**config.mk**
```make
export PLATFORM = sky130hd
export DESIGN_NAME = pipe_ctrl
export DESIGN_NICKNAME = d
export VERILOG_FILES = /design/src/rtl/pipe_ctrl_pkg.sv /design/src/rtl/pipe_ctrl_mem_wait_timer.sv /design/src/rtl/pipe_ctrl.sv
export SDC_FILE = /design/constraint.sdc
export NUM_CORES = 1
export LEC_CHECK = 0
export CAP_MARGIN = 20
export CELL_PAD_IN_SITES_DETAIL_PLACEMENT = 1
export CELL_PAD_IN_SITES_GLOBAL_PLACEMENT = 1
export CORE_MARGIN = 4
export CORE_UTILIZATION = 28
export CTS_CLUSTER_DIAMETER = 150
export DETAILED_ROUTE_END_ITERATION = 10
export PLACE_DENSITY = 0.84
export SYNTH_ARGS = -nofsm -noshare
export SYNTH_HDL_FRONTEND = slang
export SYNTH_SLANG_ARGS = --single-unit
```
**constraint.sdc**
```tcl
create_clock -name cpu_clk_50M -period 2.7 [get_ports cpu_clk_50M]
set_clock_uncertainty 0.1 [all_clocks]
set_input_delay 0.675 -clock cpu_clk_50M [delete_from_list [all_inputs] [get_ports cpu_clk_50M]]
set_output_delay 0.675 -clock cpu_clk_50M [all_outputs]
set_load 0.005 [all_outputs]
```
**src/rtl/pipe_ctrl_pkg.sv**
```systemverilog
// Shared constants and types for the pipeline control unit.
//  - stall bus width and per-stage stop/no-stop encodings
//  - stall patterns for each request source
//  - exception codes and the redirect default word
//  - FSM state encoding
package pipe_ctrl_pkg;

  localparam int unsigned STALL_W = 4;

  localparam logic STOP   = 1'b1;
  localparam logic NOSTOP = 1'b0;

  // Bit order: [0]=PC [1]=IF/ID [2]=ID/EXE [3]=EXE/MEM
  localparam logic [STALL_W-1:0] STALL_NONE = {NOSTOP, NOSTOP, NOSTOP, NOSTOP};
  localparam logic [STALL_W-1:0] STALL_ID   = {NOSTOP, NOSTOP, STOP,   STOP};
  localparam logic [STALL_W-1:0] STALL_EXE  = {NOSTOP, STOP,   STOP,   STOP};
  localparam logic [STALL_W-1:0] STALL_MEM  = {STOP,   STOP,   STOP,   STOP};

  localparam logic [4:0]  EXC_ERET  = 5'h0d;
  localparam logic [31:0] ZERO_WORD = 32'h0000_0000;

  typedef enum logic [0:0] {
    StRun   = 1'b0,
    StBlank = 1'b1
  } state_e;

endpackage

```
**src/rtl/pipe_ctrl_mem_wait_timer.sv**
```systemverilog
// Memory wait watchdog.
//  clk       in  clock
//  rst_n     in  synchronous reset, active-low
//  count_en  in  a qualifying memory-wait cycle is in progress
//  timeout   out registered one-cycle pulse after MEM_TIMEOUT consecutive wait cycles
module pipe_ctrl_mem_wait_timer #(
  parameter int unsigned MEM_TIMEOUT = 16
) (
  input  logic clk,
  input  logic rst_n,
  input  logic count_en,
  output logic timeout
);

  localparam int unsigned CntW = (MEM_TIMEOUT > 1) ? $clog2(MEM_TIMEOUT) : 1;
  localparam logic [CntW-1:0] CntMax = CntW'(MEM_TIMEOUT - 1);

  logic [CntW-1:0] wait_cnt_q;
  logic            timeout_q;

  // Any break in the wait (request dropped, flush, blank cycle) restarts the count.
  always_ff @(posedge clk) begin
    if (!rst_n) begin
      wait_cnt_q <= '0;
      timeout_q  <= 1'b0;
    end else begin
      timeout_q <= 1'b0;
      if (!count_en) begin
        wait_cnt_q <= '0;
      end else if (wait_cnt_q == CntMax) begin
        wait_cnt_q <= '0;
        timeout_q  <= 1'b1;
      end else begin
        wait_cnt_q <= wait_cnt_q + CntW'(1);
      end
    end
  end

  assign timeout = timeout_q;

endmodule

```
**src/rtl/pipe_ctrl.sv**
```systemverilog
// Pipeline control unit: arbitrates ID/EXE/MEM stall requests, converts MEM
// exceptions/ERET into a flush plus redirect PC, times out stuck memory waits
// and counts stalled cycles.
//  cpu_clk_50M   in  clock
//  cpu_rst_n     in  synchronous reset, active-low
//  stallreq_id   in  load-use hazard in ID
//  stallreq_exe  in  multi-cycle op busy in EXE
//  stallreq_mem  in  data bus wait in MEM
//  excp_req      in  exception/ERET committed in MEM
//  excp_type     in  exception code
//  cp0_epc       in  EPC from CP0
//  stall         out [0]=PC [1]=IF/ID [2]=ID/EXE [3]=EXE/MEM
//  flush         out clear all inter-stage registers at next edge
//  flush_pc      out redirect target, valid while flush=1
//  bus_timeout   out one-cycle memory wait timeout pulse
//  stall_cycles  out count of cycles with a nonzero stall
module pipe_ctrl
  import pipe_ctrl_pkg::*;
#(
  parameter logic [31:0] EXC_ENTRY   = 32'h0000_0100,
  parameter int unsigned MEM_TIMEOUT = 16,
  parameter int unsigned CNT_W       = 32
) (
  input  logic               cpu_clk_50M,
  input  logic               cpu_rst_n,
  input  logic               stallreq_id,
  input  logic               stallreq_exe,
  input  logic               stallreq_mem,
  input  logic               excp_req,
  input  logic [4:0]         excp_type,
  input  logic [31:0]        cp0_epc,
  output logic [STALL_W-1:0] stall,
  output logic               flush,
  output logic [31:0]        flush_pc,
  output logic               bus_timeout,
  output logic [CNT_W-1:0]   stall_cycles
);

  state_e           state_q;
  logic [CNT_W-1:0] stall_cycles_q;
  logic             timer_en;

  always_ff @(posedge cpu_clk_50M) begin
    if (!cpu_rst_n) begin
      state_q <= StRun;
    end else begin
      unique case (state_q)
        StRun:   if (excp_req) state_q <= StBlank;
        StBlank: state_q <= StRun;
        default: state_q <= StRun;
      endcase
    end
  end

  // Requests seen in BLANK come from instructions killed by the flush, so they are dropped.
  always_comb begin
    stall    = STALL_NONE;
    flush    = 1'b0;
    flush_pc = ZERO_WORD;
    if (cpu_rst_n && state_q == StRun) begin
      if (excp_req) begin
        flush    = 1'b1;
        flush_pc = (excp_type == EXC_ERET) ? cp0_epc : EXC_ENTRY;
      end else if (stallreq_mem) begin
        stall = STALL_MEM;
      end else if (stallreq_exe) begin
        stall = STALL_EXE;
      end else if (stallreq_id) begin
        stall = STALL_ID;
      end
    end
  end

  assign timer_en = (state_q == StRun) && stallreq_mem && !excp_req;

  pipe_ctrl_mem_wait_timer #(
    .MEM_TIMEOUT (MEM_TIMEOUT)
  ) u_mem_wait_timer (
    .clk      (cpu_clk_50M),
    .rst_n    (cpu_rst_n),
    .count_en (timer_en),
    .timeout  (bus_timeout)
  );

  // Free-running perf counter; wraps naturally and survives flushes.
  always_ff @(posedge cpu_clk_50M) begin
    if (!cpu_rst_n) begin
      stall_cycles_q <= '0;
    end else if (stall != STALL_NONE) begin
      stall_cycles_q <= stall_cycles_q + CNT_W'(1);
    end
  end

  assign stall_cycles = stall_cycles_q;

endmodule
```
==> impl_metrics.csv <==
group,metric,value,unit
place,place_ws,-986,ps
clocking,htree_num_levels,2,
finish,nets,411,
global_routing,grt_overflow,0,
sta,max_freq,0.353,GHz
synthesis,synth.ff_latch_count,38,
floorplanning,initial_core_util,0.293,
sta,finalSetupViolCount,31,
synthesis,synth_ff_type,"dfxtp_1",
synthesis,syn_inst,237,
drt,drtIter0Drc,45,
synthesis,synthDistinctLibCells,39,
sta,drv_slew,0,
critical_path,rr_startpoint,"stall_cycles[4]",
floorplanning,die_h,95.8,microns
place,post_dp_cell_area,3470,sq um
clocking,root_buffer,"clkbuf_8",
synthesis,ys_warn_count,0,
synthesis,ys_seq_area_frac,0.352,
critical_path,cp_common_cell,"buf_6",
sta,hold_violations,0,
drt,viasPerCell,4.59,
finish,stdcell_area,3800,sq um
critical_path,crit_fanout,7,
clocking,cts_sinks,38,
hold_path,worstHoldStart,"u_mem_wait_timer.wait_cnt_q[0]",
finish,diodes,0,
critical_path,start_kind,"input pin",
critical_path,rr_endpoint,"stall_cycles[27]",
synthesis,syn_area,2160,sq um
hold_path,min_path_cells,1,
critical_path,critical_path.slowest_cell,"or4b_4",
clocking,cts_hold_buf,0,
global_routing,track_usage,0.169,
critical_path,end_kind,"output pin",
pwr,power_density,279,nW/um^2
finish,area_growth,75.9,%
floorplanning,dieArea,9180,sq um
sta,rsz0062_at_grt,"true",
drt,vias,2133,
synthesis,avgSynthCellArea,9.11,sq um
critical_path,crit_chain,"buf_6 -> nand2_2 -> or4b_4 -> nor2_4 -> buf_6 -> buf_16 -> buf_6 -> and2_4 -> buf_6",
global_routing,grt_pass1_wl,12.1,mm
clocking,numCtsBuffers,5,
critical_path,required,1920,ps
place,routabilityCongestion,0.698,
place,place.detailed.hpwl,5.63,mm
floorplanning,coreArea,7370,sq um
drt,drc,0,
global_routing,grt_max_degree,33,
drt,ant_nets,0,
critical_path,ff2ff_path_depth,5,
sta,min_period_over_period,1.05,
critical_path,max_stage_delay,550,ps
pwr,p_leak,1.66,nW
synthesis,syn_nets,282,
drt,drt_wl_total,7.98,mm
clocking,cts_tree,"built",
synthesis,synth_edf_count,0,
sta,worst_pin_slew,511,ps
critical_path,crit_type,"in -> out",
critical_path,rrSetupSlack,480,ps
drt,wl_per_cell,17.2,microns
sta,max_slew_margin,0.658,
drt,dr.pass1.iters,4,
floorplanning,die_w,95.8,microns
finish,drive_gt1_frac,0.333,
pwr,vdd_drop_max,132,uV
floorplanning,rows,31,
clocking,clock_path_buffers,2,
outcome,violations,"negative setup slack",
synthesis,postSynth.asyncResetShare,0,
sta,fin_setup_tns,-1620,ps
critical_path,arrival,2060,ps
hold_path,worstHoldEndpoint,"u_mem_wait_timer.wait_cnt_q[0]",
clocking,path_clk_slew,70,ps
place,numPortBuffers,112,
global_routing,antenna_found_initial,0,
sta,fin_ws,-131,ps
sta,fin_crit,2830,ps
floorplanning,ios,113,
hold_path,hold_path_class,"reg -> reg",
clocking,clk_latency,290,ps
outcome,status,"finished with violations",
global_routing,grt_pass1_vias,2369,
job,maxCapViolations,0,
Yosys cell counts, drive strengths merged (6+ instances only):
library cell  instances  area share
nand2                12       0.021
nand3                10       0.026
inv                  11       0.019
xor2                 18       0.073
nor4                 15       0.092
nor2                  6       0.010
clkbuf                8       0.014
nor3                  6       0.019
dfxtp                38        0.35
xnor2                 9       0.037
and2                 60        0.17
placed cells by master, fill, tap and decap left out, types with 3 or more instances in the layout:
cell             synthesis  final
a21boi_0                 3      3
and2_1                  60     30
and2_4                   0     30
and3_1                   4      4
buf_12                   0      4
buf_2                    1      4
buf_4                    2     13
buf_6                    1     36
clkbuf_8                 0      5
clkdlybuf4s50_1          0     68
dfxtp_1                 38     38
dlygate4sd2_1            0      6
inv_1                   11     11
nand2_1                 12     11
nand3_1                  9      9
nand4_2                  3      3
nor2_1                   6      4
nor3_1                   5      5
nor4_2                  12     12
o21ai_0                  4      4
or3_1                    4      3
xnor2_1                  9      9
xor2_1                  18     18
worst max-delay path, delay by kind of cell:
family                 cells  cell delay [ps]
buffers and inverters      5              510
AND/OR/NAND/NOR            4              870
per-stage QoR:
stage	hold WS (ps)	power, mW	utilization	instances
2_1_floorplan	349	0.602	-	237
3_3_place_gp	365	0.692	0.471	448
3_5_place_dp	375	0.696	0.471	448
4_1_cts	385	1.07	0.508	467
5_1_grt	411	1.12	0.515	465
6_report	382	1.06	0.515	465
worst max-delay path by stage:
stage	from	end	slack, ps
final	excp_type[2]	flush_pc[30]	-130
after global placement	excp_type[2]	flush_pc[24]	-910
after detailed placement	excp_type[2]	flush_pc[26]	-990
after floorplan	excp_type[1]	flush_pc[0]	20
after global routing	excp_type[2]	flush_pc[4]	-180
after CTS	excp_type[1]	flush_pc[3]	-170
report_power, final:
| part | total (mW) | internal [mW] | switching [mW] |
|---|---|---|---|
| Clock | 0.371 | 0.173 | 0.198 |
| Combinational | 0.122 | 0.0842 | 0.0382 |
| Sequential | 0.567 | 0.563 | 0.00386 |
| Total | 1.06 | 0.821 | 0.240 |
flip-flops by register name (all words and copies together), names as in the netlist:
register,count
u_mem_wait_timer.timeout,1
u_mem_wait_timer.wait_cnt_q,4
state_q,1
stall_cycles,32
cell families (layout without fill, tap and decap cells):
logic type	count (synthesis)	count (layout)	synth area share
buf+inv	24	153	0.0493
flops	38	38	0.352
xor+xnor	27	27	0.110
compound gates	12	12	0.0348
fa+ha+maj	2	2	0.0116
mux	2	2	0.00928
simple gates	132	132	0.433
layout make-up:
type / count / area, sq um
clock buffer: 5 / 68.8
multi-input combinational: 175 / 1390
sequential: 38 / 761
timing repair buffer: 135 / 1400
inverter: 11 / 41.3
fill: 847 / 3570
clock inverter: 2 / 10.0
tap: 99 / 124
layer usage:
layer | up-vias | GRT usage | share of wire
li1 | 1050 | - | -
met1 | 1030 | 0.191 | 0.39
met2 | 43 | 0.325 | 0.58
met3 | 10 | 0.0313 | 0.022
met4 | 0 | 0.0403 | 0.015
met5 | - | 0 | 0
timing repair:
item                       CTS  global route
setup endpoints to repair   37            34
buffers inserted             9             2
resized for setup          198            28
pin swaps                   21            16
gates cloned                 3             0
Power figures use the tool's default switching activity.
